## src/rtl/alu_cmd_sequencer.sv

```systemverilog
// alu_cmd_sequencer
// Initiator side of a WIDTH-bit ALU interface. Host commands {opcode, A, B}
// enter a DEPTH-entry FIFO. A three-state FSM pops one command at a time.
// It either presents the operands to the ALU for ALU_LAT+1 cycles and then
// captures the result, or it answers locally (RST / undefined opcodes). The
// response is held on a valid/ready port until the host accepts it.
//
// Ports
//   clk, rst_n                 clock, async active-low reset
//   cmd_valid_i / cmd_ready_o  host command handshake (ready = FIFO not full)
//   cmd_opcode_i, cmd_a_i, cmd_b_i   command fields
//   alu_a_o, alu_b_o, alu_opcode_o   registered ALU operands / opcode
//   alu_result_i               ALU result, sampled ALU_LAT cycles after issue
//   res_valid_o / res_ready_i  response handshake
//   res_data_o, res_opcode_o, res_err_o  response payload
//   fifo_count_o               FIFO occupancy
//   busy_o                     FSM not idle or FIFO not empty
module alu_cmd_sequencer #(
  parameter int WIDTH   = 16,
  parameter int DEPTH   = 4,
  parameter int ALU_LAT = 1
) (
  input  logic                     clk,
  input  logic                     rst_n,
  input  logic                     cmd_valid_i,
  output logic                     cmd_ready_o,
  input  logic [3:0]               cmd_opcode_i,
  input  logic [WIDTH-1:0]         cmd_a_i,
  input  logic [WIDTH-1:0]         cmd_b_i,
  output logic [WIDTH-1:0]         alu_a_o,
  output logic [WIDTH-1:0]         alu_b_o,
  output logic [3:0]               alu_opcode_o,
  input  logic [WIDTH-1:0]         alu_result_i,
  output logic                     res_valid_o,
  input  logic                     res_ready_i,
  output logic [WIDTH-1:0]         res_data_o,
  output logic [3:0]               res_opcode_o,
  output logic                     res_err_o,
  output logic [$clog2(DEPTH):0]   fifo_count_o,
  output logic                     busy_o
);

  localparam int PW = $clog2(DEPTH);
  localparam int CW = PW + 1;
  localparam logic [2:0] LAT_C = ALU_LAT[2:0];

  typedef enum logic [1:0] {
    S_IDLE = 2'd0,
    S_EXEC = 2'd1,
    S_RESP = 2'd2
  } state_t;

  typedef enum logic [1:0] {
    CL_EXEC  = 2'd0,
    CL_NOP   = 2'd1,
    CL_LOCAL = 2'd2,
    CL_UNDEF = 2'd3
  } op_class_t;

  // Opcodes not listed explicitly are undefined and answered with err=1.
  function automatic op_class_t classify(input logic [3:0] op);
    op_class_t c;
    case (op)
      4'b0100, 4'b0101, 4'b1000, 4'b1001,
      4'b1010, 4'b1011, 4'b1100, 4'b1101: c = CL_EXEC;
      4'b0000:                            c = CL_NOP;
      4'b0001:                            c = CL_LOCAL;
      default:                            c = CL_UNDEF;
    endcase
    return c;
  endfunction

  // FIFO storage and pointers
  logic [3:0]       op_mem_q [DEPTH];
  logic [WIDTH-1:0] a_mem_q  [DEPTH];
  logic [WIDTH-1:0] b_mem_q  [DEPTH];
  logic [PW-1:0]    wr_ptr_q, wr_ptr_d;
  logic [PW-1:0]    rd_ptr_q, rd_ptr_d;
  logic [CW-1:0]    count_q,  count_d;

  // FSM and datapath registers
  state_t           state_q, state_d;
  logic [2:0]       cnt_q, cnt_d;
  logic [WIDTH-1:0] alu_a_q, alu_a_d;
  logic [WIDTH-1:0] alu_b_q, alu_b_d;
  logic [3:0]       alu_op_q, alu_op_d;
  logic             res_valid_q, res_valid_d;
  logic [WIDTH-1:0] res_data_q, res_data_d;
  logic [3:0]       res_op_q, res_op_d;
  logic             res_err_q, res_err_d;

  logic             push_s;
  logic             pop_s;
  logic             full_s;
  logic             empty_s;
  logic [3:0]       head_op_s;
  logic [WIDTH-1:0] head_a_s;
  logic [WIDTH-1:0] head_b_s;
  op_class_t        head_cls_s;

  assign full_s     = (count_q == CW'(DEPTH));
  assign empty_s    = (count_q == CW'(0));
  assign push_s     = cmd_valid_i && !full_s;
  assign head_op_s  = op_mem_q[rd_ptr_q];
  assign head_a_s   = a_mem_q[rd_ptr_q];
  assign head_b_s   = b_mem_q[rd_ptr_q];
  assign head_cls_s = classify(head_op_s);

  // FIFO storage write; contents need no reset since count gates reads
  always_ff @(posedge clk) begin
    if (push_s) begin
      op_mem_q[wr_ptr_q] <= cmd_opcode_i;
      a_mem_q[wr_ptr_q]  <= cmd_a_i;
      b_mem_q[wr_ptr_q]  <= cmd_b_i;
    end
  end

  // FIFO pointer and occupancy next-state; DEPTH is a power of 2 so pointers wrap naturally
  always_comb begin
    wr_ptr_d = wr_ptr_q;
    rd_ptr_d = rd_ptr_q;
    count_d  = count_q;
    if (push_s) begin
      wr_ptr_d = wr_ptr_q + PW'(1);
    end else begin
      wr_ptr_d = wr_ptr_q;
    end
    if (pop_s) begin
      rd_ptr_d = rd_ptr_q + PW'(1);
    end else begin
      rd_ptr_d = rd_ptr_q;
    end
    case ({push_s, pop_s})
      2'b10:   count_d = count_q + CW'(1);
      2'b01:   count_d = count_q - CW'(1);
      default: count_d = count_q;
    endcase
  end

  // FSM next-state and datapath loads
  always_comb begin
    state_d     = state_q;
    cnt_d       = cnt_q;
    alu_a_d     = alu_a_q;
    alu_b_d     = alu_b_q;
    alu_op_d    = alu_op_q;
    res_valid_d = res_valid_q;
    res_data_d  = res_data_q;
    res_op_d    = res_op_q;
    res_err_d   = res_err_q;
    pop_s       = 1'b0;
    case (state_q)
      S_IDLE: begin
        if (!empty_s) begin
          pop_s = 1'b1;
          case (head_cls_s)
            CL_EXEC: begin
              alu_a_d  = head_a_s;
              alu_b_d  = head_b_s;
              alu_op_d = head_op_s;
              cnt_d    = 3'd0;
              state_d  = S_EXEC;
            end
            CL_LOCAL, CL_UNDEF: begin
              res_data_d  = '0;
              res_op_d    = head_op_s;
              res_err_d   = (head_cls_s == CL_UNDEF);
              res_valid_d = 1'b1;
              state_d     = S_RESP;
            end
            default: begin
              // NOP: dropped, the next entry may pop on the following edge
              state_d = S_IDLE;
            end
          endcase
        end else begin
          state_d = S_IDLE;
        end
      end
      S_EXEC: begin
        cnt_d = cnt_q + 3'd1;
        if (cnt_q == LAT_C) begin
          res_data_d  = alu_result_i;
          res_op_d    = alu_op_q;
          res_err_d   = 1'b0;
          res_valid_d = 1'b1;
          alu_op_d    = 4'b0000;
          state_d     = S_RESP;
        end else begin
          state_d = S_EXEC;
        end
      end
      S_RESP: begin
        if (res_ready_i) begin
          res_valid_d = 1'b0;
          state_d     = S_IDLE;
        end else begin
          state_d = S_RESP;
        end
      end
      default: begin
        state_d     = S_IDLE;
        alu_op_d    = 4'b0000;
        res_valid_d = 1'b0;
      end
    endcase
  end

  // State, FIFO control and output registers
  always_ff @(posedge clk or negedge rst_n) begin
    if (!rst_n) begin
      wr_ptr_q    <= '0;
      rd_ptr_q    <= '0;
      count_q     <= '0;
      state_q     <= S_IDLE;
      cnt_q       <= 3'd0;
      alu_a_q     <= '0;
      alu_b_q     <= '0;
      alu_op_q    <= 4'b0000;
      res_valid_q <= 1'b0;
      res_data_q  <= '0;
      res_op_q    <= 4'b0000;
      res_err_q   <= 1'b0;
    end else begin
      wr_ptr_q    <= wr_ptr_d;
      rd_ptr_q    <= rd_ptr_d;
      count_q     <= count_d;
      state_q     <= state_d;
      cnt_q       <= cnt_d;
      alu_a_q     <= alu_a_d;
      alu_b_q     <= alu_b_d;
      alu_op_q    <= alu_op_d;
      res_valid_q <= res_valid_d;
      res_data_q  <= res_data_d;
      res_op_q    <= res_op_d;
      res_err_q   <= res_err_d;
    end
  end

  assign cmd_ready_o  = !full_s;
  assign alu_a_o      = alu_a_q;
  assign alu_b_o      = alu_b_q;
  assign alu_opcode_o = alu_op_q;
  assign res_valid_o  = res_valid_q;
  assign res_data_o   = res_data_q;
  assign res_opcode_o = res_op_q;
  assign res_err_o    = res_err_q;
  assign fifo_count_o = count_q;
  assign busy_o       = (state_q != S_IDLE) || !empty_s;

endmodule

```

## config.mk

```make
export PLATFORM = sky130hd
export DESIGN_NAME = alu_cmd_sequencer
export DESIGN_NICKNAME = d
export VERILOG_FILES = /design/src/rtl/alu_cmd_sequencer.sv
export SDC_FILE = /design/constraint.sdc
export NUM_CORES = 1
export LEC_CHECK = 0
export BUFFER_PORTS_ARGS = -buffer_cell sky130_fd_sc_hd__buf_2
export CORE_ASPECT_RATIO = 0.8
export CORE_MARGIN = 1.5
export CORE_UTILIZATION = 64
export CTS_BUF_LIST = sky130_fd_sc_hd__clkbuf_4 sky130_fd_sc_hd__clkbuf_8
export CTS_CLUSTER_DIAMETER = 80
export DETAILED_ROUTE_END_ITERATION = 8
export PLACE_DENSITY = 0.89
export SLEW_MARGIN = 20
export SYNTH_ARGS = -nofsm -noshare
export SYNTH_HDL_FRONTEND = slang
export SYNTH_SLANG_ARGS = --single-unit
```

## constraint.sdc

```tcl
create_clock -name clk -period 5.18 [get_ports clk]
set_input_delay 1.036 -clock clk [delete_from_list [all_inputs] [get_ports clk]]
set_output_delay 1.036 -clock clk [all_outputs]
set_load 0.005 [all_outputs]
```

==> results of run 1 <==
==> layout by cell type (no fill, tap or decap), types with 2 or more instances in the layout <==
cell type and count:
clkinv_2 6, bufinv_16 2, ha_1 7, clkbuf_8 36, nor2_1 5, clkinv_1 5
edfxtp_1 144, nor2b_1 3, buf_2 117, nand3_1 18, mux2_4 27, dfrtp_1 68
xor2_1 4, xnor2_1 3, dfrtp_2 2, and2_1 2, a22o_1 2, buf_4 2
clkbuf_4 7, diode_2 3, a21oi_1 2, mux2_1 9, a32o_1 2, and3_2 4
mux4_2 36, nand2_1 51, o21ai_0 3, nand2b_1 3, inv_1 9
==> logic make-up (layout without fill, tap and decap cells) <==
family | Yosys count | after routing | synth area share (%)
AO/OA/AOI/OAI | 20 | 20 | 1.91
XOR/XNOR | 7 | 7 | 0.737
adder cells (fa/ha/maj) | 8 | 8 | 1.29
buffers and inverters | 28 | 184 | 1.84
flip-flops | 214 | 214 | 73.1
multiplexers | 74 | 74 | 16.1
other | 0 | 3 | 0
AND/OR/NAND/NOR | 91 | 91 | 5.04
==> layout make-up <==
cell class	instances	area (um2)	share of cell area (%)
inverters	9	33.8	0.348
well taps	175	219	2.26
flip-flops and latches	214	6080	62.7
clock inverters	13	109	1.12
clock buffers	43	548	5.65
diodes	3	7.51	0.0774
repair buffers	119	601	6.20
multi-input cells	200	2100	21.6
==> where the power goes <==
group | total (mW) | switching [mW] | internal, mW
Combinational | 1.92 | 0.913 | 1.01
Clock | 1.39 | 0.604 | 0.782
Sequential | 2.64 | 0.296 | 2.34
Total | 5.94 | 1.81 | 4.13
==> path summary, 6_finish.rpt <==
path	end	start	slack [ns]	cells past startpoint
max reg2reg	res_opcode_o[2]$_DFFE_PN0P_	rd_ptr_q[0]$_DFFE_PN0P_	2.08	6
min	res_opcode_o[3]$_DFFE_PN0P_	res_opcode_o[3]$_DFFE_PN0P_	0.50	1
max in group asynchronous	rd_ptr_q[0]$_DFFE_PN0P_	rst_n	3.89	1
min reg2reg	res_opcode_o[3]$_DFFE_PN0P_	res_opcode_o[3]$_DFFE_PN0P_	0.50	1
max	res_opcode_o[2]$_DFFE_PN0P_	rd_ptr_q[0]$_DFFE_PN0P_	2.08	6
min in group asynchronous	alu_a_o[11]$_DFFE_PN0P_	rst_n	0.63	1
==> cell usage after synthesis, types with 2 or more instances <==
cell      number  area share [%]
and2_1         2            0.15
a22o_1         2            0.21
nor2b_1        3            0.23
edfxtp_1     144              52
mux2_4        27             4.9
and3_1         4            0.30
dfrtp_1       70              21
nand3_1       18             1.1
buf_6          6            0.81
mux2_1         9             1.2
o21ai_0        3            0.18
inv_1          9            0.41
nand2_1       51             2.3
buf_1          2           0.090
ha_1           7             1.1
mux4_2        36             9.8
nand2b_1       3            0.23
o21a_1         2            0.18
nor2_1         5            0.23
xnor2_1        3            0.32
clkbuf_1       9            0.41
xor2_1         4            0.42
a21oi_1        2            0.12
buf_2          2            0.12
a32o_1         2            0.24
==> per-layer routing <==
metal	wire (um)	vias up	track usage [%]
met1	6410	2219	32.7
li1	-	1954	-
met5	0	-	0
met3	1050	35	5.73
met4	421	0	7.77
met2	7490	167	37.0
==> per-stage QoR <==
| stage | instance area (um2) | hold WS (ns) |
|---|---|---|
| 5_1_grt | 9690 | 0.520 |
| 4_1_cts | 9690 | 0.497 |
| 6_report | 9690 | 0.497 |
| 3_5_place_dp | 9030 | 0.469 |
| 2_1_floorplan | 8310 | 0.481 |
| 3_3_place_gp | 9020 | 0.473 |
==> flip-flops by register name, summed over array words and instances, names as in the netlist <==
register / cells
cnt_q: 3
a_mem_q: 64
alu_a_o: 16
alu_opcode_o: 4
alu_b_o: 16
wr_ptr_q: 2
res_opcode_o: 4
state_q: 2
res_data_o: 16
res_valid_o: 1
b_mem_q: 64
res_err_o: 1
rd_ptr_q: 2
fifo_count_o: 3
op_mem_q: 16
==> worst register-to-register path: stages (launching register included) <==
cell and delay [ns]:
dfrtp_2 0.40, buf_4 0.58, mux4_2 0.64, nor2b_1 0.19
o211ai_4 0.45, and2_1 0.36, mux2_1 0.35
==> results.cfg, run 1 <==
[synthesis]
synth_seq_area_share_pct = 73.1
synth_edf_count = 144
yosysWarnings = 0
syn-cell-area_mm2 = 0.00831
synthCells = 442
synthDistinctLibCells = 42
synthFlopType = edfxtp_1
ys_ff_latch = 214
ys_async_sr_fraction_pct = 32.7
syn_area_per_cell_um2 = 18.8
synthesis.nets = 506

[critical_path]
cp_top_family = multiplexers
critPathKind = register to register
slowest_stage = mux4_2
setup.worst_path.start_class = register
endpoint_kind = register
crit_buf_inv = 1
path_cells = buf_4, mux4_2, nor2b_1, o211ai_4, and2_1, mux2_1
max_stage_delay_ns = 0.63
cp_data_required_time_ns = 5.59
crit_fanout = 36
cp.arrival_ns = 3.51

[cells_and_area]
final_util_pct = 75.9
drive_gt1_share_pct = 41.0
fin_nets = 639
nFillCells = 719
synthToLayoutAreaGrowth_pct = 16.6
fin_cells = 776

[detailed_routing]
first_iter_violations = 306
vias = 4375
wire_per_inst_um = 19.8
drt-total-wl_um = 15400
viasPerCell = 5.64
drc = 0
first_pass_iters = 6
ant_nets = 0

[clock_network]
htree_levels = 1
cts.reportedPaths.clkPinSlew_ns = 0.07
ctsResizeCount = 0
numClockSinks = 214
cts_made_buffers = 31
ctsRootBufferMaster = clkbuf_8
cts_setup_buffers = 0
clk_latency_ns = 0.54
cts_hold_buffers = 0
cts_tree = built
clk_path_buf_depth = 3

[die]
die_area_mm2 = 0.0137
num_io_pins = 119
die_h_um = 105
row_count = 37
dieWidth_um = 130
start_util_pct = 65.1
coreArea_mm2 = 0.0128

[power]
power_density_mw_per_mm2 = 613
p_total_mw = 5.94
peakVddDrop_mv = 0.312
p_leak_nw = 3.93

[global_route]
grt_start_max_net_pins = 71
grt_pass1_vias = 4575
grt_use_total_pct = 23.4
grt_pass1_wl_um = 23800
antenna_found_initial = 3
grt_overflow_total = 0

[place]
dp_hpwl_um = 9220
dp_cells = 717
place_ws_ns = 2.08
numPortBuffers = 118
routabilityCongestion = 0.839

[hold_path]
hold_class = register to register

[sta]
setup_tns_ns = 0
rsz0062_at_grt = no
slew_violations = 0
max_freq_mhz = 322
tightest_slew_ns = 1.00
post-route-min-period_ns = 3.10
final.period_utilization_pct = 59.9
skew_ns = 0.0181
finalSetupViolCount = 0
finalHoldViolCount = 0
setup_ws_ns = 2.08
slew-limit-headroom_pct = 33.3

[job]
drv_cap = 0

[outcome]
outcome = complete, no violations
Power figures use the tool's default switching activity.
==> run 2: changes to the inputs <==
--- a/config.mk
+++ b/config.mk
@@ -8,11 +8,11 @@
 export BUFFER_PORTS_ARGS = -buffer_cell sky130_fd_sc_hd__buf_2
 export CORE_ASPECT_RATIO = 0.8
 export CORE_MARGIN = 1.5
-export CORE_UTILIZATION = 64
+export CORE_UTILIZATION = 53
 export CTS_BUF_LIST = sky130_fd_sc_hd__clkbuf_4 sky130_fd_sc_hd__clkbuf_8
 export CTS_CLUSTER_DIAMETER = 80
 export DETAILED_ROUTE_END_ITERATION = 8
-export PLACE_DENSITY = 0.89
+export PLACE_DENSITY = 0.79
 export SLEW_MARGIN = 20
 export SYNTH_ARGS = -nofsm -noshare
 export SYNTH_HDL_FRONTEND = slang
==> constraint.sdc (replaced) <==
create_clock -name clk -period 2.8 [get_ports clk]
set_input_delay 0.56 -clock clk [delete_from_list [all_inputs] [get_ports clk]]
set_output_delay 0.56 -clock clk [all_outputs]
set_load 0.005 [all_outputs]
==> results.cfg, run 2 (synthesis gave the netlist of run 1 again) <==
[outcome]
outcome = complete, no violations

[die]
row_count = 40
coreArea_mm2 = 0.0152
num_io_pins = 119
dieWidth_um = 143
die_area_mm2 = 0.0165
start_util_pct = 54.8
die_h_um = 115

[cells_and_area]
most-common-layout-cells = edfxtp_1, buf_2, dfrtp_1
synthToLayoutAreaGrowth_pct = 19.7
fin_nets = 656
final_util_pct = 65.6
final_common_cell = edfxtp_1
drive_gt1_share_pct = 43.2
nFillCells = 1043
top_regs = a_mem_q x64, b_mem_q x64

[detailed_routing]
drc = 0
first_pass_iters = 4
first_iter_violations = 271
drt-total-wl_um = 15600
vias = 4356
wire_per_inst_um = 18.8
viasPerCell = 5.27
ant_nets = 0

[critical_path]
critPathKind = register to register
cp_data_required_time_ns = 3.16
cp.arrival_ns = 2.81
max_stage_delay_ns = 0.54
endpoint_kind = register
setup.worst_path.start_class = register
path_cells = mux4_2, nor2b_1, o211ai_4, and2_1, mux2_1
path_depth = 5
cp_top_family = multiplexers
crit_buf_inv = 0
r2r_cells = 5
crit_fanout = 19
slowest_stage = mux4_2

[sta]
tightest_slew_ns = 0.623
rsz0062_at_grt = no
setup_tns_ns = 0
skew_ns = 0.0158
final.period_utilization_pct = 87.4
setup_ws_ns = 0.353
max_freq_mhz = 409
slew-limit-headroom_pct = 58.5
slew_violations = 0
post-route-min-period_ns = 2.45
hold_slack_ns = 0.0889
finalSetupViolCount = 0
finalHoldViolCount = 0

[power]
peakVddDrop_mv = 0.631
power_density_mw_per_mm2 = 1130
p_leak_nw = 4.04

[clock_network]
cts_setup_buffers = 0
ctsResizeCount = 0
clk_path_buf_depth = 3
ctsRootBufferMaster = clkbuf_8
cts_tree = built
numClockSinks = 214
cts_hold_buffers = 0
cts_made_buffers = 34
htree_levels = 2
clk_latency_ns = 0.49
cts.reportedPaths.clkPinSlew_ns = 0.06

[global_route]
grt_pass1_vias = 4719
antenna_found_initial = 0
grt_use_total_pct = 20.2
grt_start_max_net_pins = 46
grt_pass1_wl_um = 25000
grt_overflow_total = 0

[place]
routabilityCongestion = 0.841
place_ws_ns = 0.343
dp_hpwl_um = 10000
numPortBuffers = 118

[job]
drv_cap = 0

[hold_path]
hold_class = primary input to asynchronous set/reset pin
[run 2: changes by cell type in the layout (fill, tap and decap cells not counted)]
| cell | previous run | this run |
|---|---|---|
| buf_4 | 2 | 11 |
| clkbuf_4 | 7 | 15 |
| buf_12 | 0 | 5 |
| clkinv_2 | 6 | 1 |
| clkbuf_8 | 36 | 40 |
| clkinv_1 | 5 | 2 |
| diode_2 | 3 | 1 |
| bufinv_16 | 2 | 1 |
| clkinvlp_4 | 0 | 1 |
| o21a_2 | 0 | 1 |
| o21a_4 | 1 | 0 |
[run 2: report_power, final]
part           internal [mW]  switching, mW  leakage (nW)  total, mW
Combinational           2.01           1.82          1.48       3.83
Sequential              4.32          0.433          2.18       4.75
Clock                   1.59           1.11         0.378       2.70
[run 2: area by class of cell]
cell class	count	area (um2)	share of cell area, %
repair buffers	133	768	7.72
flip-flops and latches	214	6080	61.1
clock buffers	55	663	6.66
well taps	210	263	2.64
inverters	9	33.8	0.339
multi-input cells	200	2090	21.0
diodes	1	2.50	0.0251
clock inverters	5	50.0	0.503
[run 2: metrics by stage]
stage	instance area, um2	cells	power (mW)
5_1_grt	9950	826	11.9
3_5_place_dp	9240	766	8.70
4_1_cts	9950	826	11.4
3_3_place_gp	9240	766	8.51
2_1_floorplan	8310	442	7.47
6_report	9950	827	11.3
[run 2: path summary, 6_finish.rpt]
check / from / endpoint / slack (ns)
max: rd_ptr_q[0]$_DFFE_PN0P_ / res_opcode_o[1]$_DFFE_PN0P_ / 0.35
min: rst_n / alu_b_o[13]$_DFFE_PN0P_ / 0.09
min reg2reg: alu_b_o[5]$_DFFE_PN0P_ / alu_b_o[5]$_DFFE_PN0P_ / 0.49
min in group clk: alu_result_i[13] / res_data_o[13]$_DFFE_PN0P_ / 0.27
max in group asynchronous: rst_n / alu_b_o[8]$_DFFE_PN0P_ / 2.05
max reg2reg: rd_ptr_q[0]$_DFFE_PN0P_ / res_opcode_o[1]$_DFFE_PN0P_ / 0.35
[run 2: routing by layer]
metal	vias up	part of all wire, %	global-route usage (%)
met5	-	0	0
met4	0	1.6	5.70
met3	26	7.4	5.50
met2	157	49	33.9
met1	2192	42	26.2
li1	1981	-	-
==> run 3: changes to the inputs <==
--- a/config.mk
+++ b/config.mk
@@ -8,11 +8,11 @@
 export BUFFER_PORTS_ARGS = -buffer_cell sky130_fd_sc_hd__buf_2
 export CORE_ASPECT_RATIO = 0.8
 export CORE_MARGIN = 1.5
-export CORE_UTILIZATION = 53
+export CORE_UTILIZATION = 64
 export CTS_BUF_LIST = sky130_fd_sc_hd__clkbuf_4 sky130_fd_sc_hd__clkbuf_8
 export CTS_CLUSTER_DIAMETER = 80
 export DETAILED_ROUTE_END_ITERATION = 8
-export PLACE_DENSITY = 0.79
+export PLACE_DENSITY = 0.88
 export SLEW_MARGIN = 20
 export SYNTH_ARGS = -nofsm -noshare
 export SYNTH_HDL_FRONTEND = slang
==> constraint.sdc (replaced) <==
create_clock -name clk -period 3 [get_ports clk]
set_input_delay 0.6 -clock clk [delete_from_list [all_inputs] [get_ports clk]]
set_output_delay 0.6 -clock clk [all_outputs]
set_load 0.005 [all_outputs]
==> results.cfg, run 3 (synthesis gave the netlist of run 1 again) <==
[cells_and_area]
final_common_cell = edfxtp_1
drive_gt1_share_pct = 42.9
fin_nets = 654
synthToLayoutAreaGrowth_pct = 18.3
most-common-layout-cells = edfxtp_1, buf_2, dfrtp_1
top_regs = a_mem_q x64, b_mem_q x64
fin_cells = 793

[sta]
finalHoldViolCount = 0
finalSetupViolCount = 0
setup_ws_ns = 0.425
tightest_slew_ns = 1.01
slew_violations = 0
slew-limit-headroom_pct = 32.2
rsz0062_at_grt = no
setup_tns_ns = 0
post-route-min-period_ns = 2.58
final.period_utilization_pct = 85.8
skew_ns = 0.0151
max_freq_mhz = 388
hold_slack_ns = 0.244

[clock_network]
clk_path_buf_depth = 3
ctsRootBufferMaster = clkbuf_8
htree_levels = 2
cts.reportedPaths.clkPinSlew_ns = 0.06
cts_tree = built
numClockSinks = 214
cts_hold_buffers = 0
clk_latency_ns = 0.49
cts_setup_buffers = 0
ctsResizeCount = 0
cts_made_buffers = 34

[detailed_routing]
first_pass_iters = 4
first_iter_violations = 301
drt-total-wl_um = 15700
ant_nets = 0
vias = 4433
viasPerCell = 5.59
wire_per_inst_um = 19.7
drc = 0

[power]
seqPwrFrac_pct = 42.3
p_int_mw = 7.31
p_leak_nw = 4.02
power_density_mw_per_mm2 = 1070
pwr-share-comb_pct = 33.6
p_switching_mw = 3.18
p_total_mw = 10.5
pwr-share-clk_pct = 24.1
switching_share_pct = 30.3
peakVddDrop_mv = 0.655

[die]
start_util_pct = 65.1
die_area_mm2 = 0.0137
dieWidth_um = 130
num_io_pins = 119
coreArea_mm2 = 0.0128
row_count = 37
die_h_um = 105

[critical_path]
endpoint_kind = register
cp.arrival_ns = 2.95
critPathKind = register to register
setup.worst_path.start_class = register
cp_data_required_time_ns = 3.37
crit_fanout = 19
r2r_cells = 6

[outcome]
outcome = complete, no violations

[global_route]
grt_pass1_vias = 4625
grt_overflow_total = 0
antenna_found_initial = 2
grt_use_total_pct = 24.0
grt_start_max_net_pins = 71
grt_pass1_wl_um = 24200

[job]
drv_cap = 0

[place]
dp_cells = 729
routabilityCongestion = 0.789
numPortBuffers = 118
dp_hpwl_um = 10000
place_ws_ns = 0.430

[hold_path]
hold_class = primary input to asynchronous set/reset pin
-- run 3: changes by cell type in the layout (fill, tap and decap cells not counted), sizes merged --
cell	change
clkinvlp	-1
clkbuf	-2
buf	-2
clkinv	+5
diode	+1
-- run 3: area by class of cell --
cell class | count | area [um2]
multi-input cells | 200 | 2090
flip-flops and latches | 214 | 6080
clock inverters | 9 | 65.1
well taps | 175 | 219
fillers | 740 | 2940
clock buffers | 53 | 642
repair buffers | 131 | 703
diodes | 2 | 5.00
inverters | 9 | 33.8
-- run 3: per-stage QoR --
step	util, %	instance area, um2
after CTS	77.0	9830
final	77.0	9840
after detailed placement	71.4	9130
after floorplan	-	8310
after global placement	71.4	9130
after global routing	77.0	9840
-- run 3: worst max-delay path, cell delays in order, from the launching register on --
cell	delay, ns
dfrtp_2	0.43
buf_4	0.37
mux4_2	0.61
nand2b_1	0.19
o211ai_4	0.23
and2_1	0.29
mux2_1	0.34
-- run 3: metal layers --
layer	global-route usage (%)	up-vias	part of all wire (%)
met1	31.2	2248	40
met3	6.45	35	6.1
met4	8.48	0	2.4
met5	0	-	0
met2	39.6	162	51
li1	-	1988	-
-- run 3: final timing paths --
path | start | to | slack, ns
hold / removal | rst_n | alu_a_o[3]$_DFFE_PN0P_ | 0.24
setup reg to reg | rd_ptr_q[0]$_DFFE_PN0P_ | res_opcode_o[1]$_DFFE_PN0P_ | 0.42
hold reg to reg | alu_b_o[5]$_DFFE_PN0P_ | alu_b_o[5]$_DFFE_PN0P_ | 0.48
max in group asynchronous | rst_n | rd_ptr_q[1]$_DFFE_PN0P_ | 2.11
setup / recovery | rd_ptr_q[0]$_DFFE_PN0P_ | res_opcode_o[1]$_DFFE_PN0P_ | 0.42
min in group clk | alu_result_i[9] | res_data_o[9]$_DFFE_PN0P_ | 0.30
-- run 3: power by group through the flow --
stage / clock network, mW / registers [mW] / logic [mW]
3_5_place_dp: 0 / 4.48 / 3.56
6_report: 2.53 / 4.44 / 3.52
4_1_cts: 2.56 / 4.44 / 3.57
5_1_grt: 2.71 / 4.51 / 3.83
2_1_floorplan: 0 / 4.38 / 2.59
3_3_place_gp: 0 / 4.43 / 3.38
